File: config.mk
export PLATFORM = sky130hd
export DESIGN_NAME = load_store_unit
export DESIGN_NICKNAME = d
export VERILOG_FILES = /design/src/rtl/load_store_unit_pkg.sv /design/src/rtl/load_store_unit_load_align.sv /design/src/rtl/load_store_unit.sv
export SDC_FILE = /design/constraint.sdc
export NUM_CORES = 1
export LEC_CHECK = 0
export CAP_MARGIN = 20
export CORE_MARGIN = 5
export CORE_UTILIZATION = 51
export DETAILED_ROUTE_END_ITERATION = 6
export DONT_BUFFER_PORTS = 1
export PLACE_DENSITY = 0.74
export SLEW_MARGIN = 20
export SYNTH_ARGS = -nofsm -noshare
export SYNTH_HDL_FRONTEND = slang
export SYNTH_HIERARCHICAL = 1
export SYNTH_SLANG_ARGS = --single-unit
File: constraint.sdc
create_clock -name clk -period 4.14 [get_ports clk]
set_clock_uncertainty 0.15 [all_clocks]
set_input_delay 0.207 -clock clk [delete_from_list [all_inputs] [get_ports clk]]
set_output_delay 0.207 -clock clk [all_outputs]
set_load 0.03 [all_outputs]
File: src/rtl/load_store_unit_pkg.sv
`default_nettype none
// ============================================================================
// load_store_unit_pkg : shared types, op codes and helpers for the LSU
// Revision : 1.0
// ============================================================================
package load_store_unit_pkg;

    localparam int WORD_LEN = 32;

    localparam logic [2:0] LSU_LB  = 3'd0;
    localparam logic [2:0] LSU_LBU = 3'd1;
    localparam logic [2:0] LSU_LH  = 3'd2;
    localparam logic [2:0] LSU_LHU = 3'd3;
    localparam logic [2:0] LSU_LW  = 3'd4;
    localparam logic [2:0] LSU_SB  = 3'd5;
    localparam logic [2:0] LSU_SH  = 3'd6;
    localparam logic [2:0] LSU_SW  = 3'd7;

    typedef enum logic [2:0] {
        ST_IDLE     = 3'd0,
        ST_READ     = 3'd1,
        ST_RMW_READ = 3'd2,
        ST_WRITE    = 3'd3,
        ST_DONE     = 3'd4
    } lsu_state_t;

    function automatic logic is_misaligned(input logic [2:0] op, input logic [1:0] lane);
        logic bad;
        bad = 1'b0;
        case (op)
            LSU_LH, LSU_LHU, LSU_SH: bad = lane[0];
            LSU_LW, LSU_SW:          bad = (lane != 2'b00);
            default:                 bad = 1'b0;
        endcase
        return bad;
    endfunction

    function automatic logic is_load(input logic [2:0] op);
        return (op <= LSU_LW);
    endfunction

    // Replace the addressed byte/halfword lane of a memory word with store data.
    function automatic logic [WORD_LEN-1:0] merge_store(
        input logic [WORD_LEN-1:0] word,
        input logic [WORD_LEN-1:0] wdata,
        input logic [1:0]          lane,
        input logic [2:0]          op
    );
        logic [WORD_LEN-1:0] res;
        res = word;
        if (op == LSU_SB) begin
            res[{lane, 3'b000} +: 8] = wdata[7:0];
        end else begin
            res[{lane[1], 4'b0000} +: 16] = wdata[15:0];
        end
        return res;
    endfunction

endpackage
`default_nettype wire

File: src/rtl/load_store_unit_load_align.sv
`default_nettype none
// ============================================================================
// load_align : extracts the addressed lane of a loaded word and extends it
// Revision : 1.0
// ============================================================================
module load_align
    import load_store_unit_pkg::*;
#(
    parameter int WORD_LEN = load_store_unit_pkg::WORD_LEN
) (
    input  logic [WORD_LEN-1:0] word,
    input  logic [1:0]          lane,
    input  logic [2:0]          op,
    output logic [WORD_LEN-1:0] result
);

    logic [7:0]  byte_sel;
    logic [15:0] half_sel;

    always_comb begin
        byte_sel = word[{lane, 3'b000} +: 8];
        half_sel = word[{lane[1], 4'b0000} +: 16];
        case (op)
            LSU_LB:  result = {{(WORD_LEN-8){byte_sel[7]}}, byte_sel};
            LSU_LBU: result = {{(WORD_LEN-8){1'b0}}, byte_sel};
            LSU_LH:  result = {{(WORD_LEN-16){half_sel[15]}}, half_sel};
            LSU_LHU: result = {{(WORD_LEN-16){1'b0}}, half_sel};
            LSU_LW:  result = word;
            default: result = '0;
        endcase
    end

endmodule
`default_nettype wire

File: src/rtl/load_store_unit.sv
`default_nettype none
// ============================================================================
// load_store_unit : MEM-stage front end; sub-word stores via read-modify-write
// Revision : 1.0
// ============================================================================
module load_store_unit
    import load_store_unit_pkg::*;
#(
    parameter int WORD_LEN = load_store_unit_pkg::WORD_LEN
) (
    input  logic                clk,
    input  logic                rst_n,
    input  logic                req_valid,
    output logic                req_ready,
    input  logic [2:0]          req_op,
    input  logic [WORD_LEN-1:0] req_addr,
    input  logic [WORD_LEN-1:0] req_wdata,
    output logic                resp_valid,
    output logic [WORD_LEN-1:0] resp_rdata,
    output logic                resp_misalign,
    output logic                mem_we,
    output logic [WORD_LEN-1:0] mem_a,
    output logic [WORD_LEN-1:0] mem_wd,
    input  logic [WORD_LEN-1:0] mem_rd
);

    lsu_state_t          state;
    logic [2:0]          op_q;
    logic [WORD_LEN-1:0] addr_q;
    logic [WORD_LEN-1:0] wdata_q;
    logic [WORD_LEN-1:0] merge_buf;
    logic [WORD_LEN-1:0] load_data;
    logic                mem_active;

    load_align #(.WORD_LEN(WORD_LEN)) u_load_align (
        .word   (mem_rd),
        .lane   (addr_q[1:0]),
        .op     (op_q),
        .result (load_data)
    );

    assign mem_active = (state == ST_READ) || (state == ST_RMW_READ) || (state == ST_WRITE);
    assign req_ready  = rst_n && (state == ST_IDLE);
    // Gated by rst_n so a WRITE interrupted by reset never commits.
    assign mem_we     = rst_n && (state == ST_WRITE);
    assign mem_a      = mem_active ? {addr_q[WORD_LEN-1:2], 2'b00} : '0;
    assign mem_wd     = (state == ST_WRITE) ? ((op_q == LSU_SW) ? wdata_q : merge_buf) : '0;

    always_ff @(posedge clk) begin
        if (!rst_n) begin
            state         <= ST_IDLE;
            resp_valid    <= 1'b0;
            resp_rdata    <= '0;
            resp_misalign <= 1'b0;
            merge_buf     <= '0;
            op_q          <= 3'd0;
            addr_q        <= '0;
            wdata_q       <= '0;
        end else begin
            resp_valid <= 1'b0;
            case (state)
                ST_IDLE: begin
                    if (req_valid) begin
                        op_q    <= req_op;
                        addr_q  <= req_addr;
                        wdata_q <= req_wdata;
                        if (is_misaligned(req_op, req_addr[1:0])) begin
                            state         <= ST_DONE;
                            resp_valid    <= 1'b1;
                            resp_rdata    <= '0;
                            resp_misalign <= 1'b1;
                        end else if (is_load(req_op)) begin
                            state <= ST_READ;
                        end else if (req_op == LSU_SW) begin
                            state <= ST_WRITE;
                        end else begin
                            state <= ST_RMW_READ;
                        end
                    end
                end
                ST_READ: begin
                    state         <= ST_DONE;
                    resp_valid    <= 1'b1;
                    resp_rdata    <= load_data;
                    resp_misalign <= 1'b0;
                end
                ST_RMW_READ: begin
                    state     <= ST_WRITE;
                    merge_buf <= merge_store(mem_rd, wdata_q, addr_q[1:0], op_q);
                end
                ST_WRITE: begin
                    state         <= ST_DONE;
                    resp_valid    <= 1'b1;
                    resp_rdata    <= '0;
                    resp_misalign <= 1'b0;
                end
                ST_DONE: begin
                    state <= ST_IDLE;
                end
                default: begin
                    state <= ST_IDLE;
                end
            endcase
        end
    end

endmodule
`default_nettype wire
# After elaboration in Yosys (flattened, before gate mapping)
# Index checks and enable logic that the tools add are counted.
[totals]
reg_bits = 136
inputBits = 102
output_inout_bits = 100
elab_cells = 73
[classes]
add_sub_neg = 2
order_cmp = 1
n_eq_ne = 16
shifts = 6
n_mux = 25
n_reduce_logical = 15
[ops]
columns = ["operator", "n"]
rows = [
  ["two-way mux 32 bit", 6],
  ["one-hot mux 32 bit (5 select lines)", 1],
  ["one-hot mux 32 bit (3 select lines)", 1],
  ["bitwise mux 32 bit", 2],
  ["variable shift 16 x 7 -> 32 bit (first input constant)", 1],
  ["variable shift 8 x 7 -> 32 bit (first input constant)", 1],
  ["indexed part select 16 x 7 -> 32 bit", 1],
  ["indexed part select 32 x 6 -> 16 bit", 1],
  ["indexed part select 32 x 6 -> 8 bit", 1],
  ["indexed part select 8 x 7 -> 32 bit", 1],
  ["equality test 3 x 2 -> 1 bit (second input constant)", 6],
  ["equality test 3 bit (second input constant)", 6],
  ["negation 5 -> 7 bit", 2],
  ["one-hot mux 3 bit (3 select lines)", 1],
  ["two-way mux 1 bit", 8],
  ["equality test 3 x 1 -> 1 bit (second input constant)", 2],
  ["logical NOT 3 bit", 2],
  ["two-way mux 3 bit", 2],
  ["one-hot mux 1 bit (2 select lines)", 3],
  ["AND reduction 3 bit", 2],
  ["nonzero test 2 bit", 2],
  ["OR reduction 2 bit", 2],
  ["less-or-equal comparator 3 bit (second input constant)", 1],
  ["nonzero test 3 bit", 1],
  ["other kinds (7)", 9],
]

# Longest topological paths before layout
[logic_depth]
depth_word = 9
mapped_depth = 8
mapped_depth_nobuf = 6

# Modules after synthesis
# Netlist, hierarchy kept.
[by_module_without_submodules]
columns = ["module", "n_inst", "cells_per_inst", "area_each_um2", "seq_area_each_um2"]
rows = [
  ["load_store_unit", 1, 815, 6424.9, 2722.6],
  ["load_align", 1, 143, 974.7, 0.0],
]

# Worst setup path before layout
# OpenSTA, ideal clock, no wires.
[synth_timing]
path_type = "register -> register"
startpoint = "reg addr_q[0]"
endpoint = "reg resp_rdata[16]"
setup_time_ns = 0.125
arrival_ns = 1.812
required_time_ns = 3.865
slack_ns = 2.053
stages_incl_launch_ff = 8
path_buffers = 2
synth_period_minus_slack_ns = 2.087
cell_sequence = "dfxtp_1 -> mux2_2 -> a22o_1 -> buf_6 -> buf_8 -> a211o_1 -> a32oi_1 -> o21ai_0"
[synth_between]
elab_chain_len = 3
[synth_rtl]
columns = ["item", "line", "rtl"]
rows = [
  ["start: declaration", "load_store_unit.sv:29", "logic [WORD_LEN-1:0] addr_q;"],
  ["start signal: assignment", "load_store_unit.sv:65", "addr_q <= req_addr;"],
  ["indexed part select 32 x 6 -> 8 bit", "load_store_unit_load_align.sv:21", "byte_sel = word[{lane, 3'b000} +: 8];"],
  ["one-hot mux 32 bit (5 select lines)", "load_store_unit_load_align.sv:23", "case (op)"],
  ["net load_data[16]", "load_store_unit.sv:32", "logic [WORD_LEN-1:0] load_data;"],
  ["one-hot mux 32 bit (3 select lines)", "load_store_unit.sv:61", "case (state)"],
  ["end signal: assignment", "load_store_unit.sv:84", "resp_rdata <= load_data;"],
  ["end: declaration", "load_store_unit.sv:19", "output logic [WORD_LEN-1:0] resp_rdata,"],
]
# The timed path passes the listed nets, and every way through them passes these cells.
# A chain may end at the register's enable or synchronous reset.

# Worst setup path after layout
[layout_timing]
startpoint = "reg state[0]"
endpoint = "out mem_a[2]"
[layout_between]
elab_chain_len = 4
word_cells_on_any_way = 6
classes_between = "3 x eq/ne; 1 x mux; 2 x reduce/logical"
[layout_rtl]
columns = ["item", "line", "rtl"]
rows = [
  ["start: declaration", "load_store_unit.sv:27", "lsu_state_t state;"],
  ["start signal: assignment", "load_store_unit.sv:51", "state <= ST_IDLE;"],
  ["start signal: assignment", "load_store_unit.sv:68", "state <= ST_DONE;"],
  ["start signal: assignment", "load_store_unit.sv:73", "state <= ST_READ;"],
  ["equality test 3 x 1 -> 1 bit or equality test 3 x 2 -> 1 bit (tied branches)", "load_store_unit.sv:42", "assign mem_active = (state == ST_READ) || (state == ST_RMW_READ) || (state == ST_WRITE);"],
  ["logical OR 1 bit", "load_store_unit.sv:42", ""],
  ["logical OR 1 bit (*)", "load_store_unit.sv:42", ""],
  ["two-way mux 32 bit (*)", "load_store_unit.sv:46", "assign mem_a = mem_active ? {addr_q[WORD_LEN-1:2], 2'b00} : '0;"],
  ["end: declaration", "load_store_unit.sv:22", "output logic [WORD_LEN-1:0] mem_a,"],
]
# Every way passes the cells marked *; elsewhere a longest branch is shown, timed or not.

==> impl_metrics.env <==
export IMPL_ant_nets=0
export IMPL_crit_type="flip-flop to primary output"
export IMPL_wl_per_cell_um=20.70
export IMPL_clock_root_buffer="clkbuf_16"
export IMPL_drt_iter0_markers=914
export IMPL_vias=7648
export IMPL_synth_warnings=6
export IMPL_synth_flop_cell="dfxtp_1"
export IMPL_outcome="finished, final reports clean"
export IMPL_cp_end_kind="primary output"
export IMPL_die_area_sq_mm=0.01702
export IMPL_grt_pass1_wl_um=38450
export IMPL_synthArstFlopShare_pct=0
export IMPL_cts_buffers=17
export IMPL_powerDensity_mw_per_mm2=393.8
export IMPL_yosysTopAreaCellShare_pct=36.79
export IMPL_hp_class="input port to flip-flop"
export IMPL_syn2layout_area_growth_pct=22.49
export IMPL_start_kind="flip-flop"
export IMPL_routed_via_density=6.253
export IMPL_firstDrtPassIters=6
export IMPL_power_mw=3.570
export IMPL_max_freq_ghz=0.3573
export IMPL_drive_above_1_share_pct=9.952
export IMPL_finalNetCount=1130
export IMPL_tns_ps=0
export IMPL_gp_congestion=0.9091
export IMPL_synth_area_leader_cell="dfxtp_1"
export IMPL_max_cap_viol_count=0
export IMPL_yosysUniqueCellTypes=56
export IMPL_maxSlewViolCount=0
export IMPL_first_global_vias=7067
export IMPL_dpl_hpwl_um=15550
export IMPL_period_share_pct=67.60
export IMPL_clk_pin_slew_ps=60
export IMPL_cts_resized=0
export IMPL_layout_min_cycle_time_ps=2799
export IMPL_setup_violations=0
export IMPL_synth_cells=958
export IMPL_antenna_found_initial=3
export IMPL_start_util_pct=51.50
export IMPL_critPathArrivalTime_ps=2440
export IMPL_io_pins=202
export IMPL_multi_input_area_sq_mm=0.004198
export IMPL_path_max_fanout=30
export IMPL_totalWireLength_um=25320
export IMPL_synth_edff_count=0
export IMPL_grtUsageTotal_pct=28.74
export IMPL_die_x_um=130.5
export IMPL_postSynthAreaPerCell_sq_um=7.724
export IMPL_grt_setup_unrepaired="no"
export IMPL_regArea_sq_mm=0.002724
export IMPL_grt_start_max_net_pins=85
export IMPL_synth_seq_cells=136
export IMPL_crit_required_ps=3780
export IMPL_cellLeakagePower_nw=3.342
export IMPL_clock_path_buffers=2
export IMPL_drc_errors=0
export IMPL_cts_sinks=136
export IMPL_relSlewSlack_pct=32.33
export IMPL_tightest_slew_ps=1009
export IMPL_clk_latency_ps=420
export IMPL_fin_area_sq_mm=0.009064
export IMPL_nFillCells=1195
export IMPL_syn_area_sq_mm=0.007400
export IMPL_io_buffers=0
export IMPL_peakVddDrop_mv=0.4117
export IMPL_fp_row_count=44
export IMPL_cts_hold_buf=96
export IMPL_placedInstanceArea_sq_mm=0.007505
export IMPL_rrSetupSlack_ps=1710
export IMPL_cts_tree="done"
export IMPL_synth_common_cells="223 x nand2_1, 147 x a21oi_1, 136 x dfxtp_1, 53 x clkbuf_1, 41 x o21ai_0"
export IMPL_seq_area_frac_synth_pct=36.79
export IMPL_synthTopCellsByArea="dfxtp_1 37%, nand2_1 11%, a21oi_1 9.9%"
export IMPL_hold_viol_final=0
export IMPL_htree_num_levels=4
export IMPL_die_h_um=130.5
export IMPL_core_area_sq_mm=0.01437
export IMPL_postCtsSetupBuffers=0
export IMPL_synth_most_common_cell="nand2_1"
export IMPL_grt_overflow_total=0
==> registers in the layout, summed over array words and instances (netlist names) <==
register	count
resp_rdata	32
op_q	3
addr_q	32
resp_valid	1
state	3
merge_buf	32
wdata_q	32
resp_misalign	1
==> final timing paths <==
check	end	cells past startpoint	from
worst max register to register	wdata_q[7]$_SDFFE_PN0P_	5	state[2]$_SDFFE_PN0P_
worst max-delay path	mem_a[2]	3	state[0]$_SDFFE_PN0P_
worst min-delay path	resp_rdata[14]$_SDFFE_PN0P_	4	mem_rd[14]
worst min register to register	addr_q[13]$_SDFFE_PN0P_	2	addr_q[13]$_SDFFE_PN0P_
==> cells in the final DEF (no fill, tap or decap), drive strengths merged, types with 3 or more instances in the layout <==
cell           n
and3b          7
clkinvlp       4
ha             5
and2          30
a211o         32
o32ai          7
a221oi        33
nand2b         7
dfxtp        136
a32oi         32
a211oi         7
nand3         37
o21bai         7
clkbuf        19
o21ai         50
mux2           9
o211a          3
buf           44
dlygate4sd3   95
mux2i         22
and3          17
nor2          22
nand2        223
nor3           4
clkinv         5
inv            9
nor2b          4
a21oi        148
diode          4
==> report_power, final <==
part | internal, mW | leakage [nW] | switching (mW) | total [mW]
logic | 0.235 | 1.96 | 0.345 | 0.579
registers | 1.39 | 1.11 | 0.118 | 1.51
clock network | 0.896 | 0.271 | 0.587 | 1.48
total | 2.52 | 3.34 | 1.05 | 3.57
==> critical path, cell delays in order (launching register included) <==
cell and delay, ps:
dfxtp_1 620, inv_1 150, a21oi_2 800, and2_1 450
==> layout make-up <==
type | instances | area share, %
Clock inverter | 12 | 1.408
Tap cell | 184 | 2.540
Sequential cell | 136 | 30.05
Antenna cell | 4 | 0.1104
Clock buffer | 19 | 4.887
Inverter | 8 | 0.3313
Multi-Input combinational cell | 721 | 46.31
Timing Repair Buffer | 139 | 14.36
==> cell families after synthesis <==
group / synth area share, %
fa+ha+maj: 0.8455
buf+inv: 6.696
compound gates: 28.34
xor+xnor: 0.1184
flops: 36.79
other cells: 0.05068
simple gates: 22.32
mux: 4.836
==> routing by layer <==
layer	global-route usage [%]	share of wire, %	vias to the layer above
met5	0	0	-
met4	10.04	3.2	0
met3	10.73	11	73
met2	46.95	47	436
met1	34.96	38	3569
li1	-	-	3570
==> through the flow <==
stage                     hold WS (ps)  std cells  setup WS (ps)  util, %
after floorplan                  193.0        959           2053        -
final                            7.134       1223           1341    63.08
after global routing             16.26       1222           1087    63.06
after global placement           196.6       1092           1803    52.23
after detailed placement         195.1       1092           1737    52.23
after CTS                        1.343       1219           1286    63.01
Power figures use the tool's default switching activity.
